## config.mk

```make
export PLATFORM = sky130hd
export DESIGN_NAME = fifo_rd_scheduler
export DESIGN_NICKNAME = d
export VERILOG_FILES = /design/src/rtl/fifo_rd_scheduler_pkg.sv /design/src/rtl/fifo_rd_scheduler_arbiter.sv /design/src/rtl/fifo_rd_scheduler.sv
export SDC_FILE = /design/constraint.sdc
export NUM_CORES = 1
export LEC_CHECK = 0
export ABC_AREA = 1
export BUFFER_PORTS_ARGS = -buffer_cell sky130_fd_sc_hd__buf_2
export CAP_MARGIN = 20
export CORE_MARGIN = 2
export CORE_UTILIZATION = 39
export DETAILED_ROUTE_END_ITERATION = 8
export PLACE_DENSITY = 0.7
export RECOVER_POWER = 50
export SYNTH_ARGS = -nofsm -noshare
export SYNTH_HDL_FRONTEND = slang
export SYNTH_SLANG_ARGS = --single-unit
```

## constraint.sdc

```tcl
create_clock -name rclk -period 1.21 [get_ports rclk]
set_input_delay 0.3025 -clock rclk [delete_from_list [all_inputs] [get_ports rclk]]
set_output_delay 0.3025 -clock rclk [all_outputs]
set_load 0.03 [all_outputs]
```

## src/rtl/fifo_rd_scheduler_pkg.sv

```systemverilog
// ============================================================================
// Module      : fifo_rd_sched_pkg
// Description : Shared types and helpers for the FIFO read-port scheduler.
// Revision    : 1.0 - initial release
// ============================================================================
`default_nettype none

package fifo_rd_sched_pkg;

  typedef enum logic [0:0] {
    IDLE  = 1'b0,
    BURST = 1'b1
  } state_t;

  // Index width that stays usable (>= 1 bit) even for two consumers.
  function automatic int clog2_min1(input int n);
    return (n <= 2) ? 1 : $clog2(n);
  endfunction

endpackage

`default_nettype wire

```

## src/rtl/fifo_rd_scheduler_arbiter.sv

```systemverilog
// ============================================================================
// Module      : rr_arbiter
// Description : Combinational rotating-priority pick starting after i_rr_last.
// Revision    : 1.0 - initial release
// ============================================================================
`default_nettype none

module rr_arbiter
  import fifo_rd_sched_pkg::*;
#(
  parameter int NUM_REQ = 4
) (
  input  logic [NUM_REQ-1:0]             i_req,
  input  logic [clog2_min1(NUM_REQ)-1:0] i_rr_last,
  output logic                           o_any,
  output logic [clog2_min1(NUM_REQ)-1:0] o_winner
);

  localparam int c_ID_W = clog2_min1(NUM_REQ);

  logic [c_ID_W-1:0] w_idx;

  // Walk offsets from farthest to nearest so the nearest set request wins.
  always_comb begin
    w_idx    = '0;
    o_winner = '0;
    for (int off = NUM_REQ; off >= 1; off--) begin
      w_idx = c_ID_W'((int'(i_rr_last) + off) % NUM_REQ);
      if (i_req[w_idx]) begin
        o_winner = w_idx;
      end
    end
  end

  assign o_any = |i_req;

endmodule

`default_nettype wire

```

## src/rtl/fifo_rd_scheduler.sv

```systemverilog
// ============================================================================
// Module      : fifo_rd_scheduler
// Description : Round-robin, burst-bounded sharing of the async FIFO read port.
// Revision    : 1.0 - initial release
// ============================================================================
`default_nettype none

module fifo_rd_scheduler
  import fifo_rd_sched_pkg::*;
#(
  parameter int NUM_REQ    = 4,
  parameter int DATA_WIDTH = 8,
  parameter int MAX_BURST  = 4
) (
  input  logic                           rclk,
  input  logic                           rrst,
  input  logic [NUM_REQ-1:0]             req,
  input  logic                           empty,
  input  logic [DATA_WIDTH-1:0]          fifo_rdata,
  output logic                           r_en,
  output logic [NUM_REQ-1:0]             gnt,
  output logic                           rd_valid,
  output logic [DATA_WIDTH-1:0]          rd_data,
  output logic [clog2_min1(NUM_REQ)-1:0] rd_id,
  output logic                           busy
);

  localparam int                 c_ID_W  = clog2_min1(NUM_REQ);
  localparam int                 c_CNT_W = $clog2(MAX_BURST + 1);
  localparam logic [c_CNT_W-1:0] c_LAST  = c_CNT_W'(MAX_BURST - 1);

  state_t                  r_state;
  state_t                  w_state_nxt;
  logic [NUM_REQ-1:0]      r_gnt;
  logic [c_ID_W-1:0]       r_owner;
  logic [c_ID_W-1:0]       r_rr_last;
  logic [c_ID_W-1:0]       w_winner;
  logic [c_CNT_W-1:0]      r_burst_cnt;
  logic                    w_any;
  logic                    w_pop;
  logic                    w_exit;
  logic                    r_rd_valid;
  logic [DATA_WIDTH-1:0]   r_rd_data;
  logic [c_ID_W-1:0]       r_rd_id;

  rr_arbiter #(
    .NUM_REQ (NUM_REQ)
  ) u_arb (
    .i_req     (req),
    .i_rr_last (r_rr_last),
    .o_any     (w_any),
    .o_winner  (w_winner)
  );

  always_ff @(posedge rclk) begin
    if (rrst) begin
      r_state <= IDLE;
    end else begin
      r_state <= w_state_nxt;
    end
  end

  // Pop is blocked by reset so a word is never consumed without being returned.
  always_comb begin
    w_state_nxt = r_state;
    w_pop       = 1'b0;
    w_exit      = 1'b0;
    case (r_state)
      IDLE: begin
        if (w_any) begin
          w_state_nxt = BURST;
        end
      end
      BURST: begin
        w_pop  = req[r_owner] & ~empty & ~rrst;
        w_exit = ~req[r_owner] | (w_pop & (r_burst_cnt == c_LAST));
        if (w_exit) begin
          w_state_nxt = IDLE;
        end
      end
      default: w_state_nxt = IDLE;
    endcase
  end

  always_ff @(posedge rclk) begin
    if (rrst) begin
      r_gnt       <= '0;
      r_owner     <= '0;
      r_rr_last   <= c_ID_W'(NUM_REQ - 1);
      r_burst_cnt <= '0;
      r_rd_valid  <= 1'b0;
      r_rd_data   <= '0;
      r_rd_id     <= '0;
    end else begin
      r_rd_valid <= w_pop;
      if (w_pop) begin
        r_rd_data <= fifo_rdata;
        r_rd_id   <= r_owner;
      end
      case (r_state)
        IDLE: begin
          if (w_any) begin
            r_gnt       <= NUM_REQ'(1) << w_winner;
            r_owner     <= w_winner;
            r_rr_last   <= w_winner;
            r_burst_cnt <= '0;
          end
        end
        BURST: begin
          if (w_exit) begin
            r_gnt <= '0;
          end else if (w_pop) begin
            r_burst_cnt <= r_burst_cnt + c_CNT_W'(1);
          end
        end
        default: r_gnt <= '0;
      endcase
    end
  end

  assign r_en     = w_pop;
  assign gnt      = r_gnt;
  assign busy     = (r_state == BURST);
  assign rd_valid = r_rd_valid;
  assign rd_data  = r_rd_data;
  assign rd_id    = r_rd_id;

endmodule

`default_nettype wire

```

==> results of run 1 <==
==> routing by layer <==
metal | wire length [um] | GRT usage, % | part of all wire, %
met2 | 1738 | 30.84 | 48
met5 | 0 | 0 | 0
met4 | 189 | 3.654 | 5.3
met3 | 115 | 4.989 | 3.2
met1 | 1549 | 22.88 | 43
==> layout by cell type (no fill, tap or decap), drive strengths merged <==
master,n
a211oi,1
a21oi,17
and2,1
o21ai,1
nand3,14
nor2,12
inv,19
buf,59
a21boi,1
nand4,2
clkbuf,9
ha,2
dfxtp,23
nand2,62
o22ai,1
nor3,1
o211ai,3
==> final cells by class <==
cell class / instances / share of cell area (%)
Multi-Input combinational cell: 118 / 43.52
Sequential cell: 23 / 24.69
Clock buffer: 4 / 1.354
Timing Repair Buffer: 64 / 23.98
Inverter: 19 / 4.449
Tap cell: 31 / 1.999
==> path summary, 6_finish.rpt <==
path	startpoint	slack (ns)	end
worst max-delay path	r_owner[0]	-0.36	r_en
worst min-delay path	fifo_rdata[0]	0.21	rd_data[0]
worst max register to register	r_owner[0]	-0.32	r_burst_cnt[0]
worst min register to register	rd_data[7]	0.47	rd_data[7]
==> logic make-up after synthesis <==
| group | after synthesis | synth area share (%) |
|---|---|---|
| flops | 23 | 41.30 |
| simple gates | 92 | 36.48 |
| compound gates | 24 | 12.01 |
| buf+inv | 23 | 7.969 |
| fa+ha+maj | 2 | 2.244 |
==> flip-flops by register name, indices dropped and copies added, names as in the netlist <==
| register | count |
|---|---|
| r_owner | 2 |
| gnt | 4 |
| r_burst_cnt | 3 |
| rd_valid | 1 |
| rd_data | 8 |
| r_rr_last | 2 |
| busy | 1 |
| rd_id | 2 |
==> power groups by stage <==
stage,Combinational (mW),Sequential [mW],Clock (mW)
CTS,1.35,0.973,0.372
detailed placement,1.15,0.975,0
global placement,1.14,0.973,0
finish,1.74,1.00,0.363
global route,1.87,1.02,0.405
floorplan,0.642,1.09,0
==> stage by stage <==
stage               hold slack (ns)  cells  util (%)  area [um2]  setup slack (ns)
floorplan                    0.4437    164         -        1147          -0.08698
global placement             0.4500    246     54.65        1494           -0.1620
detailed placement           0.4524    246     54.65        1494           -0.1687
CTS                          0.2054    251     59.95        1639           -0.3315
global route                 0.1845    259     70.98        1941           -0.4166
finish                       0.2055    259     70.98        1941           -0.3646
==> what timing repair did <==
action,CTS,global route
pin swaps,20,19
resized for setup,36,72
buffers inserted,1,9
endpoints found under the setup margin,24,29
hold buffers,0,0
endpoints found under the hold margin,0,0
==> worst reg2reg max path, stage by stage, from the launching register on <==
cell	delay (ns)
dfxtp_4	0.39
a21oi_2	0.12
nand2_1	0.07
nand2_2	0.07
inv_2	0.04
nand2_2	0.08
inv_2	0.05
buf_4	0.13
buf_6	0.12
buf_12	0.15
a21oi_4	0.17
a211oi_2	0.04
==> results.sh, run 1 <==
export IMPL_fill_cells=186
export IMPL_diodes=0
export IMPL_grt_overflow=0
export IMPL_worst_path_stages=7
export IMPL_drive_gt1_share_pct=64.91
export IMPL_comb_power_share_pct=56.0
export IMPL_insertion_delay_ns=0.31
export IMPL_worst_slew_pin_slew_ns=0.2790
export IMPL_slowest_stage="dfxtp_4"
export IMPL_portBuffers=31
export IMPL_die_h_um=57.47
export IMPL_dieArea_mm2=0.003302
export IMPL_worst_path_max_fanout=4
export IMPL_period_share_pct=130.1
export IMPL_avgSynthCellArea_um2=6.798
export IMPL_area_delta_synth_final_pct=74.07
export IMPL_p_leak_nw=0.9718
export IMPL_ant_nets=0
export IMPL_drv_slew=0
export IMPL_irDropWorstVdd_uv=1410
export IMPL_status="finished with violations"
export IMPL_setup_ws_ns=-0.3646
export IMPL_vias=1299
export IMPL_clkSinkCount=23
export IMPL_ys_seq_area_share_pct=41.30
export IMPL_intPower_mw=1.756
export IMPL_synth_flop_cell="dfxtp_1"
export IMPL_syn_inst=164
export IMPL_async_reset_ff_share_pct=0
export IMPL_grt_max_degree=20
export IMPL_grt_pass1_wl_um=4698
export IMPL_synth_warning_count=0
export IMPL_max_cap_violations=0
export IMPL_arrival_ns=1.27
export IMPL_violations="setup timing"
export IMPL_ios=32
export IMPL_synthTopCellsByArea="dfxtp_1 41%, nand2_1 19%, a21oi_1 7.6%, nand3_1 5.8%, inv_1 5.7%"
export IMPL_finalCriticalPeriod_ns=1.575
export IMPL_start_util_pct=40.78
export IMPL_ys_types=22
export IMPL_dr_pass1_iters=4
export IMPL_regArea_um2=479.2
export IMPL_hp_class="in2reg"
export IMPL_synthTopCellsByCount="55 x nand2_1, 23 x dfxtp_1, 17 x a21oi_1, 17 x inv_1, 13 x nand3_1"
export IMPL_setup_viol=25
export IMPL_num_rows=19
export IMPL_crit_buf_inv=3
export IMPL_critPathCaptureType="primary output"
export IMPL_rsz0062_at_grt="true"
export IMPL_max_freq_mhz=635.1
export IMPL_p_per_area_mw_per_mm2=1598
export IMPL_yosysMostFrequentCell="nand2_1"
export IMPL_p_seq_share_pct=32.3
export IMPL_cpPeakStageDelay_ns=0.39
export IMPL_crit_family="flip-flops"
export IMPL_syn_nets=181
export IMPL_p_total_mw=3.101
export IMPL_finalSetupTns_ns=-4.393
export IMPL_totalWireLength_um=3591
export IMPL_clk_pin_slew_ns=0.12
export IMPL_p_sw_share_pct=43.39
export IMPL_first_iter_violations=53
export IMPL_clockBufferDepth=2
export IMPL_htree_levels=1
export IMPL_ys_ff_latch=23
export IMPL_synth_edf_count=0
export IMPL_worstSetupPathType="reg2out"
export IMPL_grt_pass1_vias=1153
export IMPL_grt_antenna_before_repair=0
export IMPL_hold_viol_final=0
export IMPL_synth_largest_area_cell="dfxtp_1"
export IMPL_vias_per_cell=5.015
export IMPL_dp_hpwl_um=2052
export IMPL_die_w_um=57.47
export IMPL_final_nets=246
export IMPL_relSlewSlack_pct=81.40
export IMPL_path_cells="a21oi_2 -> nand2_1 -> nand2_2 -> inv_2 -> nand2_2 -> inv_2 -> buf_6"
export IMPL_drc=0
export IMPL_place_congestion=0.8077
export IMPL_netlist_area_mm2=0.001115
export IMPL_cts_tree="done"
export IMPL_synth_top_area_share_pct=41.30
export IMPL_clockPowerShare_pct=11.7
export IMPL_p_switching_mw=1.345
export IMPL_wl_per_cell_um=13.86
export IMPL_crit_required_ns=0.91
export IMPL_critPathLaunchType="register"
export IMPL_multi_input_area_um2=844.6
export IMPL_r2r_cells=11
export IMPL_whs_path_depth=3
export IMPL_root_buffer="clkbuf_4"
export IMPL_cts_inserted_buffers=3
export IMPL_fp_coreArea_mm2=0.002734
export IMPL_fin_skew_ns=0.002051
export IMPL_track_usage_pct=18.08
(Power assumes the default switching activity.)
==> run 2: changes to the inputs <==
--- a/config.mk
+++ b/config.mk
@@ -11,7 +11,7 @@
 export CORE_MARGIN = 2
 export CORE_UTILIZATION = 39
 export DETAILED_ROUTE_END_ITERATION = 8
-export PLACE_DENSITY = 0.7
+export PLACE_DENSITY = 0.62
 export RECOVER_POWER = 50
 export SYNTH_ARGS = -nofsm -noshare
 export SYNTH_HDL_FRONTEND = slang
==> results.sh, run 2 (synthesis results as in run 1) <==
export IMPL_drv_slew=0
export IMPL_critPathCaptureType="primary output"
export IMPL_r2r_cells=11
export IMPL_grt_max_degree=20
export IMPL_root_buffer="clkbuf_4"
export IMPL_totalWireLength_um=3916
export IMPL_dp_hpwl_um=2121
export IMPL_first_iter_violations=23
export IMPL_die_w_um=57.47
export IMPL_met3_usage_pct=4.989
export IMPL_clockBufferDepth=2
export IMPL_cts_tree="done"
export IMPL_post_dp_cell_area_mm2=0.001471
export IMPL_max_cap_violations=0
export IMPL_htree_levels=1
export IMPL_dr_pass1_iters=4
export IMPL_irDropWorstVdd_uv=1424
export IMPL_fin_skew_ns=0.009345
export IMPL_p_leak_nw=0.9841
export IMPL_area_delta_synth_final_pct=81.26
export IMPL_place_inst=243
export IMPL_critPathLaunchType="register"
export IMPL_vias_per_cell=5.187
export IMPL_min_from="fifo_rdata[5]"
export IMPL_ant_nets=0
export IMPL_portBuffers=31
export IMPL_whs_path_depth=3
export IMPL_start_util_pct=40.78
export IMPL_fill_cells=173
export IMPL_violations="setup timing"
export IMPL_worst_slew_pin_slew_ns=0.2717
export IMPL_rsz0062_at_grt="true"
export IMPL_grtUsageMet1_pct=23.67
export IMPL_arrival_ns=1.27
export IMPL_drive_gt1_share_pct=67.53
export IMPL_drc=0
export IMPL_largest_reg_flops=8
export IMPL_grt_pass1_wl_um=5112
export IMPL_worst_path_max_fanout=4
export IMPL_layout_common_cells="27 x buf_4, 24 x nand2_2, 21 x buf_2"
export IMPL_r2r_setup_slack_ns=-0.28
export IMPL_worstSetupPathType="reg2out"
export IMPL_worstHoldEndpoint="rd_data[5]"
export IMPL_r2r_end="r_burst_cnt[0]"
export IMPL_place_congestion=0.8340
export IMPL_max_freq_mhz=635.7
export IMPL_grt_antenna_before_repair=0
export IMPL_period_share_pct=130.0
export IMPL_layout_commonest_cell="buf_4"
export IMPL_clk_pin_slew_ns=0.13
export IMPL_num_rows=19
export IMPL_diodes=0
export IMPL_final_nets=249
export IMPL_met2_usage_pct=34.58
export IMPL_status="finished with violations"
export IMPL_hp_class="in2reg"
export IMPL_die_h_um=57.47
export IMPL_hold_viol_final=0
export IMPL_vias=1359
export IMPL_clkSinkCount=23
export IMPL_final_area_mm2=0.002021
export IMPL_reg2reg_from="r_owner[0]"
export IMPL_finalCriticalPeriod_ns=1.573
export IMPL_setup_ws_ns=-0.3630
export IMPL_relSlewSlack_pct=81.89
export IMPL_cts_inserted_buffers=3
export IMPL_grt_busiest_layer="met2"
export IMPL_crit_required_ns=0.91
export IMPL_grt_pass1_vias=1180
export IMPL_p_total_mw=3.446
export IMPL_fp_coreArea_mm2=0.002734
export IMPL_final_cell_count_no_fill=262
export IMPL_p_per_area_mw_per_mm2=1705
export IMPL_wl_per_cell_um=14.95
export IMPL_track_usage_pct=19.58
export IMPL_ios=32
export IMPL_insertion_delay_ns=0.31
export IMPL_dieArea_mm2=0.003302
export IMPL_setup_viol=24
export IMPL_grt_overflow=0
-- run 2: report_power, final --
group	switching, mW	internal, mW
logic	1.17	0.903
clock network	0.235	0.124
registers	0.132	0.881
total	1.54	1.91
-- run 2: worst max path at each step --
stage	startpoint	to	slack, ns	depth (start not counted)
floorplan	busy	r_en	-0.09	5
global placement	req[1]	r_en	-0.16	8
detailed placement	req[1]	r_burst_cnt[0]	-0.18	10
CTS	r_owner[0]	r_en	-0.34	8
global route	r_owner[0]	r_en	-0.43	8
finish	r_owner[0]	r_en	-0.36	8
-- run 2: metrics by stage --
stage | setup TNS (ns) | worst slack [ns] | hold WS (ns) | utilization (%)
6_report | -4.760 | -0.3630 | 0.2184 | 73.91
5_1_grt | -6.359 | -0.4317 | 0.1973 | 73.91
4_1_cts | -2.150 | -0.3399 | 0.2109 | 62.06
3_5_place_dp | -2.311 | -0.1789 | 0.4525 | 53.82
3_3_place_gp | -1.816 | -0.1558 | 0.4477 | 53.82
2_1_floorplan | -0.2324 | -0.08698 | 0.4437 | -
-- run 2: repair_timing --
| item | in CTS | in global routing |
|---|---|---|
| endpoints found under the setup margin | 24 | 33 |
| cloned | 1 | 0 |
| setup buffers | 9 | 9 |
| hold buffers | 0 | 0 |
| pin swaps | 13 | 27 |
| resized for setup | 45 | 77 |
-- run 2: final cells by class --
cell class,count,area (um2),area share [%]
Timing Repair Buffer,67,493.0,24.40
Clock inverter,1,5.005,0.2477
Tap cell,31,38.79,1.920
Inverter,19,91.34,4.520
Sequential cell,23,479.2,23.72
Clock buffer,3,22.52,1.115
Multi-Input combinational cell,118,890.9,44.09
-- run 2: worst max-delay path, stage by stage (launching register included) --
cell and delay (ns):
dfxtp_4 0.39, inv_4 0.06, nand2_1 0.05, nand2_1 0.07, nand2_2 0.06, inv_2 0.06, nand2_2 0.06, inv_2 0.08
buf_6 0.12
-- run 2: per-layer routing --
| layer | share of wire [%] | vias up |
|---|---|---|
| met5 | 0 | - |
| met4 | 2.3 | 0 |
| met3 | 3.1 | 10 |
| met2 | 54 | 29 |
| met1 | 41 | 659 |
| li1 | - | 661 |
==> run 3: changes to the inputs <==
--- a/config.mk
+++ b/config.mk
@@ -11,7 +11,7 @@
 export CORE_MARGIN = 2
 export CORE_UTILIZATION = 39
 export DETAILED_ROUTE_END_ITERATION = 8
-export PLACE_DENSITY = 0.62
+export PLACE_DENSITY = 0.6
 export RECOVER_POWER = 50
 export SYNTH_ARGS = -nofsm -noshare
 export SYNTH_HDL_FRONTEND = slang
==> constraint.sdc (replaced) <==
create_clock -name rclk -period 1.7 [get_ports rclk]
set_input_delay 0.425 -clock rclk [delete_from_list [all_inputs] [get_ports rclk]]
set_output_delay 0.425 -clock rclk [all_outputs]
set_load 0.03 [all_outputs]
==> results.sh, run 3 (synthesis results as in run 1) <==
export IMPL_p_seq_share_pct=40.2
export IMPL_insertion_delay_ns=0.31
export IMPL_cts_inserted_buffers=3
export IMPL_hold_viol_final=0
export IMPL_worst_path_max_fanout=4
export IMPL_setup_ws_ns=0.04722
export IMPL_arrival_ns=1.23
export IMPL_clk_pin_slew_ns=0.13
export IMPL_dieArea_mm2=0.003302
export IMPL_max_cap_violations=0
export IMPL_clockBufferDepth=2
export IMPL_drive_gt1_share_pct=33.66
export IMPL_p_switching_uw=718.2
export IMPL_drv_slew=0
export IMPL_htree_levels=1
export IMPL_layout_commonest_cell="nand2_1"
export IMPL_largest_reg_flops=8
export IMPL_portBuffers=31
export IMPL_irDropWorstVdd_uv=807.8
export IMPL_ant_nets=0
export IMPL_regArea_um2=466.7
export IMPL_crit_family="flip-flops"
export IMPL_finalCriticalPeriod_ns=1.653
export IMPL_vias=1156
export IMPL_crit_required_ns=1.27
export IMPL_wl_per_cell_um=10.88
export IMPL_period_share_pct=97.22
export IMPL_fill_cells=293
export IMPL_worst_slew_pin_slew_ns=0.2413
export IMPL_slowest_stage="dfxtp_4"
export IMPL_status="finished clean"
export IMPL_critPathCaptureType="primary output"
export IMPL_diodes=0
export IMPL_crit_buf_inv=4
export IMPL_place_congestion=0.7885
export IMPL_intPower_uw=983.9
export IMPL_p_per_area_mw_per_mm2=1188
export IMPL_comb_power_share_pct=44.7
export IMPL_multi_input_area_um2=590.6
export IMPL_clkSinkCount=23
export IMPL_num_rows=19
export IMPL_root_buffer="clkbuf_4"
export IMPL_dp_hpwl_um=1981
export IMPL_track_usage_pct=15.87
export IMPL_dr_pass1_iters=4
export IMPL_rsz0062_at_grt="true"
export IMPL_critPathLaunchType="register"
export IMPL_final_nets=223
export IMPL_finalSetupTns_ns=0
export IMPL_p_sw_share_pct=42.20
export IMPL_die_w_um=57.47
export IMPL_totalWireLength_um=2568
export IMPL_ios=32
export IMPL_dp_slack_ns=0.08709
export IMPL_cpPeakStageDelay_ns=0.38
export IMPL_crit_top_cell="nand2_2"
export IMPL_grt_overflow=0
export IMPL_holdWs_ns=0.3355
export IMPL_fin_skew_ns=0.008138
export IMPL_first_iter_violations=25
export IMPL_grt_max_degree=20
export IMPL_clockPowerShare_pct=15.2
export IMPL_hp_class="in2reg"
export IMPL_fp_coreArea_mm2=0.002734
export IMPL_vias_per_cell=4.898
export IMPL_grt_pass1_wl_um=4202
export IMPL_worstSetupPathType="reg2out"
export IMPL_setup_viol=0
export IMPL_start_util_pct=40.78
export IMPL_max_freq_mhz=605.0
export IMPL_grt_pass1_vias=1031
export IMPL_path_cells="inv_4 -> nand2_2 -> nand2_1 -> nand2_2 -> inv_2 -> nand2_2 -> inv_2 -> buf_6"
export IMPL_grt_antenna_before_repair=0
export IMPL_area_delta_synth_final_pct=28.51
export IMPL_p_leak_nw=0.7287
export IMPL_cts_tree="done"
export IMPL_relSlewSlack_pct=83.88
export IMPL_drc=0
export IMPL_layout_common_cells="51 x nand2_1, 30 x buf_2, 20 x dfxtp_1"
export IMPL_die_h_um=57.47
run 3: worst paths after layout:
path | startpoint | end | slack (ns) | cells after the start
min reg2reg | rd_data[4] | rd_data[4] | 0.47 | 2
min | fifo_rdata[7] | rd_data[7] | 0.34 | 3
max reg2reg | busy | r_burst_cnt[0] | 0.18 | 7
max | r_owner[0] | r_en | 0.05 | 8
run 3: worst min-delay path: cells and delay by family:
| family | cells | cell delay, ns |
|---|---|---|
| buffers and inverters | 1 | 0.09 |
| AOI/OAI and AO/OA | 1 | 0.05 |
| and+or+nand+nor | 1 | 0.05 |
run 3: area by class of cell:
type,count,share of cell area (%)
multi-input combinational,118,41.22
sequential,23,32.58
timing repair buffer,41,16.51
inverter,19,5.153
tap,31,2.707
clock buffer,4,1.834
run 3: timing repair:
action,in CTS,in global routing
gates resized for setup,8,10
pin swaps,0,2
buffers inserted,0,6
endpoints found under the setup margin,1,1
hold buffers,0,0
cloned,0,0
run 3: stage by stage:
step	instances	power, mW	instance area, um2	util [%]
CTS	230	1.647	1365	49.93
global placement	226	1.360	1321	48.33
floorplan	164	1.206	1115	-
global route	236	1.846	1433	52.40
detailed placement	226	1.376	1321	48.33
finish	236	1.702	1433	52.40
run 3: power groups by stage:
stage | clock network (mW) | logic, mW | registers (mW)
4_1_cts | 0.268 | 0.702 | 0.677
6_report | 0.258 | 0.760 | 0.684
3_3_place_gp | 0 | 0.676 | 0.684
3_5_place_dp | 0 | 0.690 | 0.686
5_1_grt | 0.297 | 0.853 | 0.696
2_1_floorplan | 0 | 0.445 | 0.761
run 3: routing by layer:
layer  part of all wire [%]  vias to the layer above  wire length (um)  global-route usage [%]
met1                     46                      517              1172                   20.87
met3                    6.0                        2               154                   4.762
li1                       -                      606                 -                       -
met4                   0.43                        0                11                   2.658
met2                     48                       31              1229                   26.14
met5                      0                        -                 0                       0
